File: config.mk
export PLATFORM = sky130hd
export DESIGN_NAME = sort_sched
export DESIGN_NICKNAME = d
export VERILOG_FILES = /design/src/rtl/sort_pkg.sv /design/src/rtl/rr_arbiter.sv /design/src/rtl/sort_sched.sv
export SDC_FILE = /design/constraint.sdc
export NUM_CORES = 1
export LEC_CHECK = 0
export ABC_AREA = 1
export CORE_MARGIN = 2
export CORE_UTILIZATION = 25
export DETAILED_ROUTE_END_ITERATION = 10
export DONT_BUFFER_PORTS = 1
export MAX_ROUTING_LAYER = met4
export SLEW_MARGIN = 10
export SYNTH_ARGS = -nofsm -noshare
export SYNTH_HDL_FRONTEND = slang
export SYNTH_HIERARCHICAL = 1
export SYNTH_SLANG_ARGS = --single-unit
File: constraint.sdc
create_clock -name clk -period 2.85 [get_ports clk]
set_input_delay 0.4275 -clock clk [delete_from_list [all_inputs] [get_ports clk]]
set_output_delay 0.4275 -clock clk [all_outputs]
set_load 0.05 [all_outputs]
File: src/rtl/sort_pkg.sv
// sort_pkg: shared FSM state type and default sizing constants for sort_sched
package sort_pkg;
    typedef enum logic [2:0] {S_IDLE, S_LOAD, S_START, S_WAIT, S_DRAIN} state_t;
    localparam int DEF_DEPTH          = 8;
    localparam int DEF_WIDTH          = 32;
    localparam int DEF_TIMEOUT_CYCLES = 4096;
endpackage

File: src/rtl/rr_arbiter.sv
// rr_arbiter: round-robin pick starting one past last, one-hot grant plus index
// ports: req (requests), last (previous owner), gnt (one-hot), id (winner index)
module rr_arbiter #(
    parameter int NUM_REQ = 2,
    parameter int IW      = $clog2(NUM_REQ)
) (
    input  logic [NUM_REQ-1:0] req,
    input  logic [IW-1:0]      last,
    output logic [NUM_REQ-1:0] gnt,
    output logic [IW-1:0]      id
);
    logic [IW-1:0] k;
    logic          found;
    always_comb begin
        gnt   = '0;
        id    = '0;
        k     = '0;
        found = 1'b0;
        for (int i = 1; i <= NUM_REQ; i++) begin
            k = IW'((int'(last) + i) % NUM_REQ);
            if (!found && req[k]) begin
                found  = 1'b1;
                gnt[k] = 1'b1;
                id     = k;
            end
        end
    end
endmodule

File: src/rtl/sort_sched.sv
// sort_sched: shares one sort engine among NUM_REQ requesters (load, sort, drain)
// ports: clk, rst (sync, active-high); req/gnt arbitration; in_valid/in_data/in_ready load;
//        srt_start/srt_data_in/srt_data_out/srt_done engine; out_valid/out_data/out_last/
//        out_id/out_ready result stream; err WAIT timeout pulse (only with SORT_SCHED_TIMEOUT_EN)
module sort_sched
    import sort_pkg::*;
#(
    parameter int NUM_REQ        = 2,
    parameter int DEPTH          = DEF_DEPTH,
    parameter int WIDTH          = DEF_WIDTH,
    parameter int TIMEOUT_CYCLES = DEF_TIMEOUT_CYCLES
) (
    input  logic                       clk,
    input  logic                       rst,
    input  logic [NUM_REQ-1:0]         req,
    output logic [NUM_REQ-1:0]         gnt,
    input  logic                       in_valid,
    input  logic [WIDTH-1:0]           in_data,
    output logic                       in_ready,
    output logic                       srt_start,
    output logic [DEPTH*WIDTH-1:0]     srt_data_in,
    input  logic [DEPTH*WIDTH-1:0]     srt_data_out,
    input  logic                       srt_done,
    output logic                       out_valid,
    output logic [WIDTH-1:0]           out_data,
    output logic                       out_last,
    output logic [$clog2(NUM_REQ)-1:0] out_id,
`ifdef SORT_SCHED_TIMEOUT_EN
    output logic                       err,
`endif
    input  logic                       out_ready
);
    localparam int IW = $clog2(NUM_REQ);
    localparam int CW = $clog2(DEPTH);
    state_t                 state;
    logic [CW-1:0]          cnt;
    logic [IW-1:0]          last_owner, owner, arb_id;
    logic [NUM_REQ-1:0]     arb_gnt;
    logic [DEPTH*WIDTH-1:0] job, res;
    logic                   done_q, last_word;
`ifdef SORT_SCHED_TIMEOUT_EN
    localparam int TW = $clog2(TIMEOUT_CYCLES + 1);
    logic [TW-1:0]          tmo;
`endif
    rr_arbiter #(.NUM_REQ(NUM_REQ), .IW(IW)) u_arb (
        .req (req),
        .last(last_owner),
        .gnt (arb_gnt),
        .id  (arb_id)
    );
    assign last_word   = cnt == CW'(DEPTH - 1);
    assign in_ready    = state == S_LOAD;
    assign srt_start   = state == S_START;
    assign out_valid   = state == S_DRAIN;
    assign out_last    = out_valid && last_word;
    assign out_id      = out_valid ? owner : '0;
    assign out_data    = out_valid ? res[int'(cnt)*WIDTH +: WIDTH] : '0;
    assign srt_data_in = job;
    always_ff @(posedge clk) begin
        if (rst) begin
            state      <= S_IDLE;
            cnt        <= '0;
            last_owner <= IW'(NUM_REQ - 1);
            owner      <= '0;
            gnt        <= '0;
            done_q     <= 1'b0;
            job        <= '0;
            res        <= '0;
`ifdef SORT_SCHED_TIMEOUT_EN
            tmo        <= '0;
            err        <= 1'b0;
`endif
        end else begin
            done_q <= srt_done;
`ifdef SORT_SCHED_TIMEOUT_EN
            err    <= 1'b0;
`endif
            case (state)
                S_IDLE: if (|req) begin
                    gnt   <= arb_gnt;
                    owner <= arb_id;
                    cnt   <= '0;
                    state <= S_LOAD;
                end
                S_LOAD: if (in_valid) begin
                    job[int'(cnt)*WIDTH +: WIDTH] <= in_data;
                    cnt   <= last_word ? '0 : cnt + 1'b1;
                    state <= last_word ? S_START : S_LOAD;
                end
                S_START: begin
`ifdef SORT_SCHED_TIMEOUT_EN
                    tmo   <= '0;
`endif
                    state <= S_WAIT;
                end
                // only a fresh rising edge counts; a level already high on entry is stale
                S_WAIT: if (srt_done && !done_q) begin
                    res   <= srt_data_out;
                    cnt   <= '0;
                    state <= S_DRAIN;
                end
`ifdef SORT_SCHED_TIMEOUT_EN
                else if (tmo == TW'(TIMEOUT_CYCLES - 1)) begin
                    err        <= 1'b1;
                    gnt        <= '0;
                    last_owner <= owner;
                    state      <= S_IDLE;
                end else begin
                    tmo <= tmo + 1'b1;
                end
`endif
                S_DRAIN: if (out_ready) begin
                    cnt <= last_word ? '0 : cnt + 1'b1;
                    if (last_word) begin
                        gnt        <= '0;
                        last_owner <= owner;
                        state      <= S_IDLE;
                    end
                end
                default: state <= S_IDLE;
            endcase
        end
    end
endmodule

# After elaboration in Yosys (flattened, before gate mapping)
# Index checks and enable logic that the tools add are counted.
[word_totals] reg_bits=523 output_inout_bits=295 elab_cells=81
[op_classes] add_sub_neg=4 n_lt_le_gt_ge=4 eq_ne=10 shift=3 mux=33 n_bitwise=1 n_reduce_logical=18
[op_table] cell="bitwise mux 256 bit" n=1
[op_table] cell="variable shift 32 x 33 -> 256 bit, first input constant" n=1
[op_table] cell="indexed part select 256 x 9 -> 32 bit" n=1
[op_table] cell="indexed part select 32 x 33 -> 256 bit" n=1
[op_table] cell="negation 8 -> 33 bit" n=1
[op_table] cell="two-way mux 32 bit" n=1
[op_table] cell="two-way mux 3 bit" n=10
[op_table] cell="case mux 3 bit (5 select lines)" n=1
[op_table] cell="two-way mux 2 bit" n=6
[op_table] cell="case mux 3 bit (4 select lines)" n=1
[op_table] cell="two-way mux 1 bit" n=10
[op_table] cell="AND reduction 5 bit" n=2
[op_table] cell="equality test 3 x 2 -> 1 bit, second input constant" n=2
[op_table] cell="equality test 3 bit, second input constant" n=2
[op_table] cell="inequality test 2 bit, second input constant" n=3
[op_table] cell="AND reduction 2 bit" n=3
[op_table] cell="logical AND 1 bit" n=5
[op_table] cell="less-than comparator 1 x 2 -> 1 bit, second input constant" n=2
[op_table] cell="inequality test 2 x 1 -> 1 bit, second input constant" n=2
[op_table] cell="case mux 2 bit (2 select lines)" n=1
[op_table] cell="AND reduction 4 bit" n=1
[op_table] cell="nonzero test 4 bit" n=1
[op_table] cell="adder 3 x 1 -> 3 bit, second input constant" n=1
[op_table] cell="equality test 3 x 1 -> 1 bit, second input constant" n=1
[op_table] cell="9 further kinds" n=13

# Depth between registers and ports, before layout
# Gate-level depths: netlist of run 1.
[depth] ltp_word=10 ltp_mapped=14

# Modules after synthesis
# Netlist of run 1, hierarchy kept.
[by_module_without_submodules] module="sort_sched" instances=1 cells_per_inst=3231 area_each_um2=22280.1 seq_area_each_um2=10470.0
[by_module_without_submodules] module="rr_arbiter" instances=1 cells_per_inst=6 area_each_um2=25.0 seq_area_each_um2=0.0

# Worst setup path after synthesis of run 1
# Ideal clock, no wire load.
[synth_path] path_type="reg2out" startpoint="register state[1]" endpoint="output out_data[22]" t_arrival_ns=2.030 required_time_ns=2.423 setup_slack_ns=0.393 stages_incl_launch_ff=7 path_buffers=1 cell_sequence="dfxtp_1 -> nor2_1 -> nand2_1 -> inv_1 -> buf_2 -> o21ai_0 -> nor2_1"
[synth_via] elab_chain_cells=2
[synth_lines] element="start: declaration" line_no="sort_sched.sv:35" source="state_t state;"
[synth_lines] element="start signal: assignment" line_no="sort_sched.sv:88" source="state <= last_word ? S_START : S_LOAD;"
[synth_lines] element="equality test 3 bit" line_no="sort_sched.sv:54" source="assign out_valid = state == S_DRAIN;"
[synth_lines] element="via out_valid" line_no="sort_sched.sv:24" source="output logic out_valid,"
[synth_lines] element="two-way mux 32 bit" line_no="sort_sched.sv:57" source="assign out_data = out_valid ? res[int'(cnt)*WIDTH +: WIDTH] : '0;"
[synth_lines] element="end: declaration" line_no="sort_sched.sv:25" source="output logic [WIDTH-1:0] out_data,"
# The timed path passes the listed nets, and every way through them passes these cells.

# Worst setup path in the final report of run 1
[layout_path] startpoint="register cnt[0]" endpoint="output out_data[7]"
[layout_via] elab_chain_cells=2
[layout_lines] element="start: declaration" line_no="sort_sched.sv:36" source="logic [CW-1:0] cnt;"
[layout_lines] element="start signal: assignment" line_no="sort_sched.sv:87" source="cnt <= last_word ? '0 : cnt + 1'b1;"
[layout_lines] element="start signal: assignment" line_no="sort_sched.sv:113" source="cnt <= last_word ? '0 : cnt + 1'b1;"
[layout_lines] element="indexed part select 256 x 9 -> 32 bit" line_no="sort_sched.sv:57"
[layout_lines] element="two-way mux 32 bit" line_no="sort_sched.sv:57"
# No other way between the ends.

==> results of run 1 <==
## metrics by stage
stage / power (mW) / setup WS (ps) / cells / setup TNS (ps)
after floorplan: 12.5 / 393 / 3237 / 0
after global placement: 15.0 / 348 / 4249 / 0
after global routing: 25.2 / -63.4 / 4676 / -269
final: 24.1 / 21.8 / 4678 / 0
after CTS: 24.1 / -16.1 / 4660 / -54.0
after detailed placement: 15.0 / 348 / 4249 / 0
## metal layers
metal / vias to the layer above / GRT usage, % / part of all wire, %
met5: - / - / 0
li1: 11100 / - / -
met2: 1117 / 38.4 / 48
met1: 11100 / 24.7 / 37
met3: 221 / 6.14 / 9.8
met4: 0 / 10.0 / 4.8
## worst min-delay path, stage by stage
cell                      delay (ps)
sky130_fd_sc_hd__nand3_1          80
sky130_fd_sc_hd__nor2_1           40
sky130_fd_sc_hd__nand2_1          50
sky130_fd_sc_hd__a21oi_1          50
## registers in the layout (all words and copies together) (netlist names)
| signal | count |
|---|---|
| res | 256 |
| last_owner | 1 |
| srt_data_in | 256 |
| owner | 1 |
| state | 3 |
| cnt | 3 |
| gnt | 2 |
| done_q | 1 |
## final cells by class
class	count	area (um2)
Inverter	58	245
Fill cell	9322	58900
Antenna cell	14	35.0
Timing Repair Buffer	428	4670
Sequential cell	523	10500
Multi-Input combinational cell	2387	10700
Clock inverter	25	332
Clock buffer	78	1600
Tap cell	1165	1460
## repair_timing
item | 4_1_cts | 5_1_grt
gates resized for setup | 111 | 45
pin swaps | 17 | 16
hold endpoints to repair | 377 | 0
buffers inserted | 6 | 2
hold buffers | 292 | 0
gates cloned | 10 | 3
setup endpoints to repair | 33 | 27
## logic make-up after synthesis
logic type	count (synthesis)	synth area share [%]
fa+ha+maj	5	0.280
simple gates	1625	29.2
flops	523	46.9
compound gates	757	17.2
buf+inv	327	6.37
## path summary, 6_finish.rpt
path              cells past startpoint  slack (ps)                start                             to
setup / recovery                      8          20  cnt[0]$_SDFFE_PP0P_                    out_data[7]
hold / removal                        4          70           in_data[1]  srt_data_in[225]$_SDFFE_PP0P_
setup reg to reg                     11         110  cnt[0]$_SDFFE_PP0P_  srt_data_in[132]$_SDFFE_PP0P_
hold reg to reg                       2         480   owner$_SDFFE_PP0P_             owner$_SDFFE_PP0P_
## power by group through the flow
| stage | clock, mW | combinational [mW] | sequential, mW |
|---|---|---|---|
| global route | 8.21 | 8.59 | 8.41 |
| detailed placement | 0 | 6.55 | 8.49 |
| floorplan | 0 | 4.16 | 8.35 |
| CTS | 7.92 | 7.78 | 8.36 |
| finish | 7.77 | 7.99 | 8.36 |
| global placement | 0 | 6.55 | 8.49 |
## placed cells by master, fill, tap and decap left out, types with 17 or more instances in the layout
| master | netlist | layout |
|---|---|---|
| sky130_fd_sc_hd__nor2_2 | 3 | 17 |
| sky130_fd_sc_hd__nand2_1 | 309 | 308 |
| sky130_fd_sc_hd__o21ai_1 | 96 | 111 |
| sky130_fd_sc_hd__nand4_1 | 60 | 60 |
| sky130_fd_sc_hd__dlygate4sd3_1 | 0 | 291 |
| sky130_fd_sc_hd__nor2_1 | 1088 | 1070 |
| sky130_fd_sc_hd__buf_4 | 13 | 68 |
| sky130_fd_sc_hd__clkbuf_16 | 0 | 63 |
| sky130_fd_sc_hd__buf_6 | 0 | 29 |
| sky130_fd_sc_hd__o21ai_2 | 0 | 19 |
| sky130_fd_sc_hd__a21oi_1 | 215 | 215 |
| sky130_fd_sc_hd__o22ai_1 | 32 | 21 |
| sky130_fd_sc_hd__nor3_1 | 47 | 46 |
| sky130_fd_sc_hd__buf_12 | 0 | 22 |
| sky130_fd_sc_hd__dfxtp_1 | 523 | 518 |
| sky130_fd_sc_hd__o21ai_0 | 414 | 378 |
| sky130_fd_sc_hd__inv_1 | 45 | 42 |
| sky130_fd_sc_hd__nand3_1 | 106 | 106 |
==> results.cfg, run 1 <==
[run_status]
outcome = finished clean

[yosys]
yosys.area.top_type = sky130_fd_sc_hd__dfxtp_1
syn_area_um2 = 22300
synthMostInstantiatedCell = sky130_fd_sc_hd__nor2_1
mappedNetlistNets = 3537
netlist_instances = 3237
ys_warn_count = 6
synth_top_area_share_pct = 46.9
synth_cell_types = 24
synth.ff_latch_count = 523
avgSynthCellArea_um2 = 6.89
synth-edff-count = 0
netlist_top_cells_area = sky130_fd_sc_hd__dfxtp_1 47%, sky130_fd_sc_hd__nor2_1 18%, sky130_fd_sc_hd__o21ai_0 9.3%
synth.top_cells.by_count = 1088 x sky130_fd_sc_hd__nor2_1, 523 x sky130_fd_sc_hd__dfxtp_1, 414 x sky130_fd_sc_hd__o21ai_0, 309 x sky130_fd_sc_hd__nand2_1, 215 x sky130_fd_sc_hd__a21oi_1
ys_dominant_reg_cell = sky130_fd_sc_hd__dfxtp_1
postSynth.asyncResetShare_pct = 0
synth.yosys.seq_area_share_pct = 46.9

[setup_path]
critPathCaptureType = output pin
timing.critical_path.arrival_ps = 2400
start_kind = register
critPathRequiredTime_ps = 2420
critical_path_buf_inv_count = 4
timing.critical_path.max_delay_family = buffers and inverters
worstPathMaxFanout = 15
timing.critical_path.slowest_stage_cell = sky130_fd_sc_hd__dfxtp_4
setup.worst_path.class = register to output pin
crit_chain = inv_8 > buf_12 > buf_16 > nor2_1 > o21ai_1 > o21ai_0 > nor2_1 > buf_6
critical_path.most_common_cell = sky130_fd_sc_hd__nor2_1
slowest_delay_ps = 400

[route]
detailedRoute.firstPassIterationCount = 5
vias_per_cell = 5.02
drt_drc_violations_left = 0
antenna_left = 0
drt-wirelength-per-cell_um = 22.5
dr.first_iter.drc_count = 2249
detailroute.via_count = 23500
wl_mm = 105

[clock_network]
tritoncts_buffers = 59
cts_max_level = 2
clk_transition_reported_paths_ps = 70
cts.root.buffer_cell = sky130_fd_sc_hd__clkbuf_16
cts.sink_count = 523
clock_insertion_delay_worst_skew_ps = 640
cts.path.max_buffers = 3
cts_tree = yes

[power]
p_leak_nw = 11.7
internal-power_mw = 14.8
sequentialPowerShare_pct = 34.7
vdd_drop_max_uv = 554
switchingPower_mw = 9.33
power.combinational.fraction_pct = 33.1
switching_share_pct = 38.7
clockPowerShare_pct = 32.2
power-per-cell-area_nw_per_um2 = 818

[cells_and_area]
finish.instance_area_um2 = 29500
final_nets = 3757
final_util_pct = 33.4
fraction_of_layout_instances_using_a_drive_strength_above_1_pct = 8.89
area_growth_pct = 32.2

[job]
maxCapViolations = 0

[floorplan]
core-area_um2 = 88400
die_h_um = 303
die_area_um2 = 91600
start_util_pct = 25.2
die-width_um = 303
ioPinCount = 590
placement_rows = 109

[sta]
worst_pin_slew_ps = 865
maxSlewViolCount = 0
clock_skew_ps = 27.2
worst_relative_slew_slack_pct = 42.3
layout_worst_path_cycle_share_pct = 99.2
maxClockFrequency_mhz = 354
min_period_ps = 2830
timing.final.hold_violations = 0
hold_slack_ps = 68.8
rsz0062_at_grt = true
setup_viol_count_final = 0

[placed_design]
placed_cell_area_um2 = 23700
gp_congestion = 0.934
dpl.hpwl_mm = 71.3
buffer_ports.inserted = 0

[global_route]
grt_antenna_before_repair = 8
gr-usage-all-layers_pct = 22.6
first_global_vias = 23000
wire_length_of_the_first_global_routing_pass_mm = 151
grt.overflow.total = 0
grt_max_degree = 116

[hold_path]
hp-class = input pin to register
(Power assumes the default switching activity.)
==> run 2: changes to the inputs <==
- RECOVER_POWER: unset -> 50
==> run 2 against run 1 <==
  * Non-clock buffer count is the same
  * Largest power group unchanged
  * Clock skew grew 1.2 ps
  * First-iteration DRC count grew 1.6%
  * Combinational power shrank 0.6%
  * Critical path type unchanged
==> results.cfg, run 2 (synthesis gave the netlist of run 1 again) <==
[sta]
maxClockFrequency_mhz = 353
worst_relative_slew_slack_pct = 26.5
setup_viol_count_final = 0
setup-tns-final_ps = 0
clock_skew_ps = 28.4
maxSlewViolCount = 0
layout_worst_path_cycle_share_pct = 99.4
hold_slack_ps = 69.2
rsz0062_at_grt = true
timing.final.hold_violations = 0
worst_pin_slew_ps = 1100
min_period_ps = 2830

[route]
detailroute.via_count = 23600
drt-wirelength-per-cell_um = 22.5
detailedRoute.firstPassIterationCount = 6
drt_drc_violations_left = 0
antenna_left = 0
vias_per_cell = 5.04
dr.first_iter.drc_count = 2286
wl_mm = 105

[floorplan]
core-area_um2 = 88400
die_h_um = 303
die-width_um = 303
ioPinCount = 590
placement_rows = 109
start_util_pct = 25.2
die_area_um2 = 91600

[setup_path]
worst-path-stages = 8
critical_path_buf_inv_count = 4
critPathRequiredTime_ps = 2420
crit_chain = inv_8 > buf_12 > buf_16 > nor2_1 > o21ai_1 > o21ai_0 > nor2_1 > buf_6
endpoint = out_data[7]
slowest_delay_ps = 400
worstPathMaxFanout = 15
critPathCaptureType = output pin
worst_r2r_path_depth = 11
timing.critical_path.max_delay_family = buffers and inverters
setup.worst_path.class = register to output pin
timing.critical_path.slowest_stage_cell = sky130_fd_sc_hd__dfxtp_4
worstReg2RegStart = cnt[0]$_SDFFE_PP0P_
rr_endpoint = srt_data_in[130]$_SDFFE_PP0P_
timing.critical_path.arrival_ps = 2410
reg2reg_setup_slack_ps = 120
start_kind = register
crit_path_start = cnt[0]$_SDFFE_PP0P_
critical_path.most_common_cell = sky130_fd_sc_hd__nor2_1

[hold_path]
hp-class = input pin to register

[placed_design]
buffer_ports.inserted = 0
dpl.hpwl_mm = 71.3
gp_congestion = 0.934

[power]
power-per-cell-area_nw_per_um2 = 818
p_leak_nw = 11.7
vdd_drop_max_uv = 554
total_power_mw = 24.1

[clock_network]
cts.root.buffer_cell = sky130_fd_sc_hd__clkbuf_16
tritoncts_buffers = 59
clock_insertion_delay_worst_skew_ps = 640
cts_max_level = 2
cts_tree = yes
cts.path.max_buffers = 3
cts.sink_count = 523
clk_transition_reported_paths_ps = 60

[global_route]
grt_antenna_before_repair = 8
grt_max_degree = 116
gr-usage-all-layers_pct = 22.6
first_global_vias = 23000
grt.overflow.total = 0
wire_length_of_the_first_global_routing_pass_mm = 151

[cells_and_area]
regArea_um2 = 10500
final_nets = 3757
fraction_of_layout_instances_using_a_drive_strength_above_1_pct = 8.72
num-fill-cells = 9336
final_util_pct = 33.3
layout_common_cells = 1072 x sky130_fd_sc_hd__nor2_1, 519 x sky130_fd_sc_hd__dfxtp_1, 387 x sky130_fd_sc_hd__o21ai_0, 308 x sky130_fd_sc_hd__nand2_1, 291 x sky130_fd_sc_hd__dlygate4sd3_1
multi_input_comb_area_um2 = 10600
area_growth_pct = 31.9
mostFrequentLayoutCell = sky130_fd_sc_hd__nor2_1

[job]
maxCapViolations = 0

[run_status]
outcome = finished clean
## run 2: final cells by class
cell class                 instances  share of cell area, %
antenna                           16                  0.136
clock buffer                      78                   5.44
clock inverter                    25                   1.13
inverter                          58                  0.817
multi-input combinational       2387                   36.2
sequential                       523                   35.6
tap                             1165                   4.95
timing repair buffer             428                   15.7
## run 2: what timing repair did
| item | in CTS | in global routing |
|---|---|---|
| pin swaps | 17 | 16 |
| gates resized for setup | 111 | 45 |
| cloned | 10 | 3 |
| setup endpoints to repair | 33 | 27 |
| buffers inserted | 6 | 2 |
| endpoints found under the hold margin | 377 | 0 |
| hold buffers | 292 | 0 |
## run 2: how the worst min path moves through the flow
stage,start,end,slack (ps),depth (start not counted)
final,in_data[1],srt_data_in[225]$_SDFFE_PP0P_,70,4
after global routing,in_data[1],srt_data_in[225]$_SDFFE_PP0P_,60,4
after CTS,in_data[1],srt_data_in[225]$_SDFFE_PP0P_,20,4
after detailed placement,owner$_SDFFE_PP0P_,owner$_SDFFE_PP0P_,470,2
after global placement,owner$_SDFFE_PP0P_,owner$_SDFFE_PP0P_,470,2
after floorplan,owner$_SDFFE_PP0P_,owner$_SDFFE_PP0P_,440,2
## run 2: report_power, final
part	switching, mW	internal, mW	total, mW
clock network	3.20	4.56	7.76
logic	5.45	2.50	7.94
registers	0.650	7.71	8.36
## run 2: through the flow
step | cells | worst slack [ps] | instance area, um2
3_5_place_dp | 4249 | 348 | 23700
3_3_place_gp | 4249 | 348 | 23700
2_1_floorplan | 3237 | 393 | 22300
5_1_grt | 4676 | -63.4 | 29400
6_report | 4680 | 16.9 | 29400
4_1_cts | 4660 | -16.1 | 29300
## run 2: routing by layer
metal  vias up  track usage, %  wire length, um  share of wire, %
li1      11100               -                -                 -
met5         -               -                0                 0
met2      1157            38.4            50700                48
met1     11100            24.7            38700                37
met3       230            6.14            10600                10
met4         0            10.0             5170               4.9
## run 2: tightest hold or removal path, cell delays in order
cell and delay, ps:
sky130_fd_sc_hd__nand3_1 80, sky130_fd_sc_hd__nor2_1 40, sky130_fd_sc_hd__nand2_1 50, sky130_fd_sc_hd__a21oi_1 50
==> run 3: changes to the inputs <==
- CORE_AREA: unset -> 2 2 228 230
- CORE_MARGIN: 2 -> unset
- CORE_UTILIZATION: 25 -> unset
- DIE_AREA: unset -> 0 0 230 232
==> run 3 against run 2 <==
  * Register-to-register slack improved by 110 ps
  * Critical path depth rose by 1
  * Clock-buffer cell count fell by 2
  * Sequential share of layout area up 2.0 points
  * Utilization up 21 points
  * Largest power group unchanged
  * Total power decreased by 5.9%
  * Fmax grew 1.3%
  * Clock power shrank 5.4%
  * Die area shrank 42%
  * Design area down 5.4%
  * Combinational power is 12% lower
==> results.cfg, run 3 (synthesis gave the netlist of run 1 again) <==
[run_status]
outcome = finished clean

[sta]
setup_viol_count_final = 0
maxSlewViolCount = 0
rsz0062_at_grt = true
worst_pin_slew_ps = 1090
maxClockFrequency_mhz = 357
layout_worst_path_cycle_share_pct = 98.2
worst_slack_ps = 51.9
min_period_ps = 2800
hold_slack_ps = 31.8
worst_relative_slew_slack_pct = 27.4
timing.final.hold_violations = 0
clock_skew_ps = 20.2

[cells_and_area]
regArea_um2 = 10500
mostFrequentLayoutCell = sky130_fd_sc_hd__nor2_1
fraction_of_layout_instances_using_a_drive_strength_above_1_pct = 6.76
final_nets = 3703
final_util_pct = 54.7
num-fill-cells = 4840
multi_input_comb_area_um2 = 10500
layout_common_cells = 1079 x sky130_fd_sc_hd__nor2_1, 520 x sky130_fd_sc_hd__dfxtp_1, 404 x sky130_fd_sc_hd__o21ai_0, 308 x sky130_fd_sc_hd__nand2_1, 281 x sky130_fd_sc_hd__dlygate4sd3_1
finish.instance_area_um2 = 27800
area_growth_pct = 24.8

[floorplan]
ioPinCount = 590
core-area_um2 = 50900
die_area_um2 = 53400
die-width_um = 230
die_h_um = 232
placement_rows = 83
start_util_pct = 43.8

[setup_path]
timing.critical_path.arrival_ps = 2370
worstReg2RegStart = cnt[0]$_SDFFE_PP0P_
setup.worst_path.class = register to output pin
rr_endpoint = srt_data_in[58]$_SDFFE_PP0P_
worst_r2r_path_depth = 8
start_kind = register
reg2reg_setup_slack_ps = 230
worstPathMaxFanout = 16
critPathCaptureType = output pin
critPathRequiredTime_ps = 2420

[power]
total_power_mw = 22.6
power-per-cell-area_nw_per_um2 = 813
p_leak_nw = 11.2
vdd_drop_max_uv = 538

[clock_network]
cts.path.max_buffers = 3
cts.sink_count = 523
cts.root.buffer_cell = sky130_fd_sc_hd__clkbuf_16
cts_tree = yes
cts_max_level = 2
tritoncts_buffers = 54
clock_insertion_delay_worst_skew_ps = 600
clk_transition_reported_paths_ps = 60

[placed_design]
dpl.hpwl_mm = 58.6
placed_cell_area_um2 = 22800
gp_congestion = 0.928
buffer_ports.inserted = 0
dp_slack_ps = 284

[global_route]
grt_max_degree = 257
grt.overflow.total = 0
grt_antenna_before_repair = 7
first_global_vias = 21800
gr-usage-all-layers_pct = 33.0
wire_length_of_the_first_global_routing_pass_mm = 132

[hold_path]
hp-class = input pin to register
worst_hold_path.num_cells = 2
hold-path-endpoint = res[138]$_SDFFE_PP0P_
holdCritStartpoint = srt_data_out[138]

[route]
detailedRoute.firstPassIterationCount = 6
drt_drc_violations_left = 0
vias_per_cell = 5.67
wl_mm = 91.1
antenna_left = 0
drt-wirelength-per-cell_um = 22.0
dr.first_iter.drc_count = 2416
detailroute.via_count = 23500

[job]
maxCapViolations = 0
run 3: cell types whose count changed in the layout (fill, tap and decap cells not counted), moves of 5 or more:
cell and delta:
sky130_fd_sc_hd__buf_6 -21, sky130_fd_sc_hd__o21ai_2 -19, sky130_fd_sc_hd__o21ai_0 +17, sky130_fd_sc_hd__dlygate4sd3_1 -10
sky130_fd_sc_hd__nor2_2 -8, sky130_fd_sc_hd__nor2_1 +7, sky130_fd_sc_hd__buf_16 -6, sky130_fd_sc_hd__clkbuf_8 +5
run 3: worst max path at each step:
stage | to | depth (start not counted) | from | slack, ps
finish | out_data[10] | 9 | cnt[0]$_SDFFE_PP0P_ | 50
global route | out_data[10] | 9 | cnt[0]$_SDFFE_PP0P_ | -40
global placement | srt_data_in[61]$_SDFFE_PP0P_ | 8 | cnt[0]$_SDFFE_PP0P_ | 350
CTS | out_data[31] | 7 | cnt[0]$_SDFFE_PP0P_ | -50
floorplan | out_data[22] | 6 | state[1]$_SDFFE_PP0P_ | 390
detailed placement | srt_data_in[51]$_SDFFE_PP0P_ | 8 | cnt[0]$_SDFFE_PP0P_ | 280
run 3: per-layer routing:
layer	global-route usage (%)	vias up	part of all wire, %
met2	55.0	1248	49
met4	15.3	0	5.0
li1	-	11000	-
met3	8.03	276	9.4
met1	37.3	11000	37
met5	-	-	0
run 3: what timing repair did:
| item | 4_1_cts | 5_1_grt |
|---|---|---|
| buffers inserted | 0 | 10 |
| pin swaps | 2 | 7 |
| hold buffers | 282 | 0 |
| gates cloned | 0 | 4 |
| resized for setup | 27 | 27 |
| endpoints found under the setup margin | 32 | 30 |
| hold endpoints to repair | 370 | 0 |
run 3: metrics by stage:
step	instances	setup TNS (ps)
final	4139	0
after global placement	3731	0
after floorplan	3237	0
after global routing	4134	-85.7
after CTS	4113	-231
after detailed placement	3731	0
run 3: cell type report:
type	count	area share (%)
antenna	12	0.108
clock buffer	76	5.52
clock inverter	24	1.02
inverter	58	0.895
multi-input combinational	2387	37.7
sequential	523	37.7
tap	680	3.06
timing repair buffer	379	14.0
run 3: report_power, final:
part | internal, mW | switching [mW] | leakage [nW]
logic | 1.99 | 4.97 | 6.09
registers | 7.71 | 0.630 | 4.22
clock network | 4.30 | 3.04 | 0.904
total | 14.0 | 8.64 | 11.2
run 3: worst max-delay path: stages (launching register included):
cell and delay (ps):
sky130_fd_sc_hd__dfxtp_4 430, sky130_fd_sc_hd__buf_6 160, sky130_fd_sc_hd__buf_16 160, sky130_fd_sc_hd__nor2_1 60, sky130_fd_sc_hd__nor2_1 70, sky130_fd_sc_hd__o21ai_0 80
sky130_fd_sc_hd__o21ai_1 140, sky130_fd_sc_hd__o21ai_0 180, sky130_fd_sc_hd__nor2_1 280, sky130_fd_sc_hd__buf_6 200
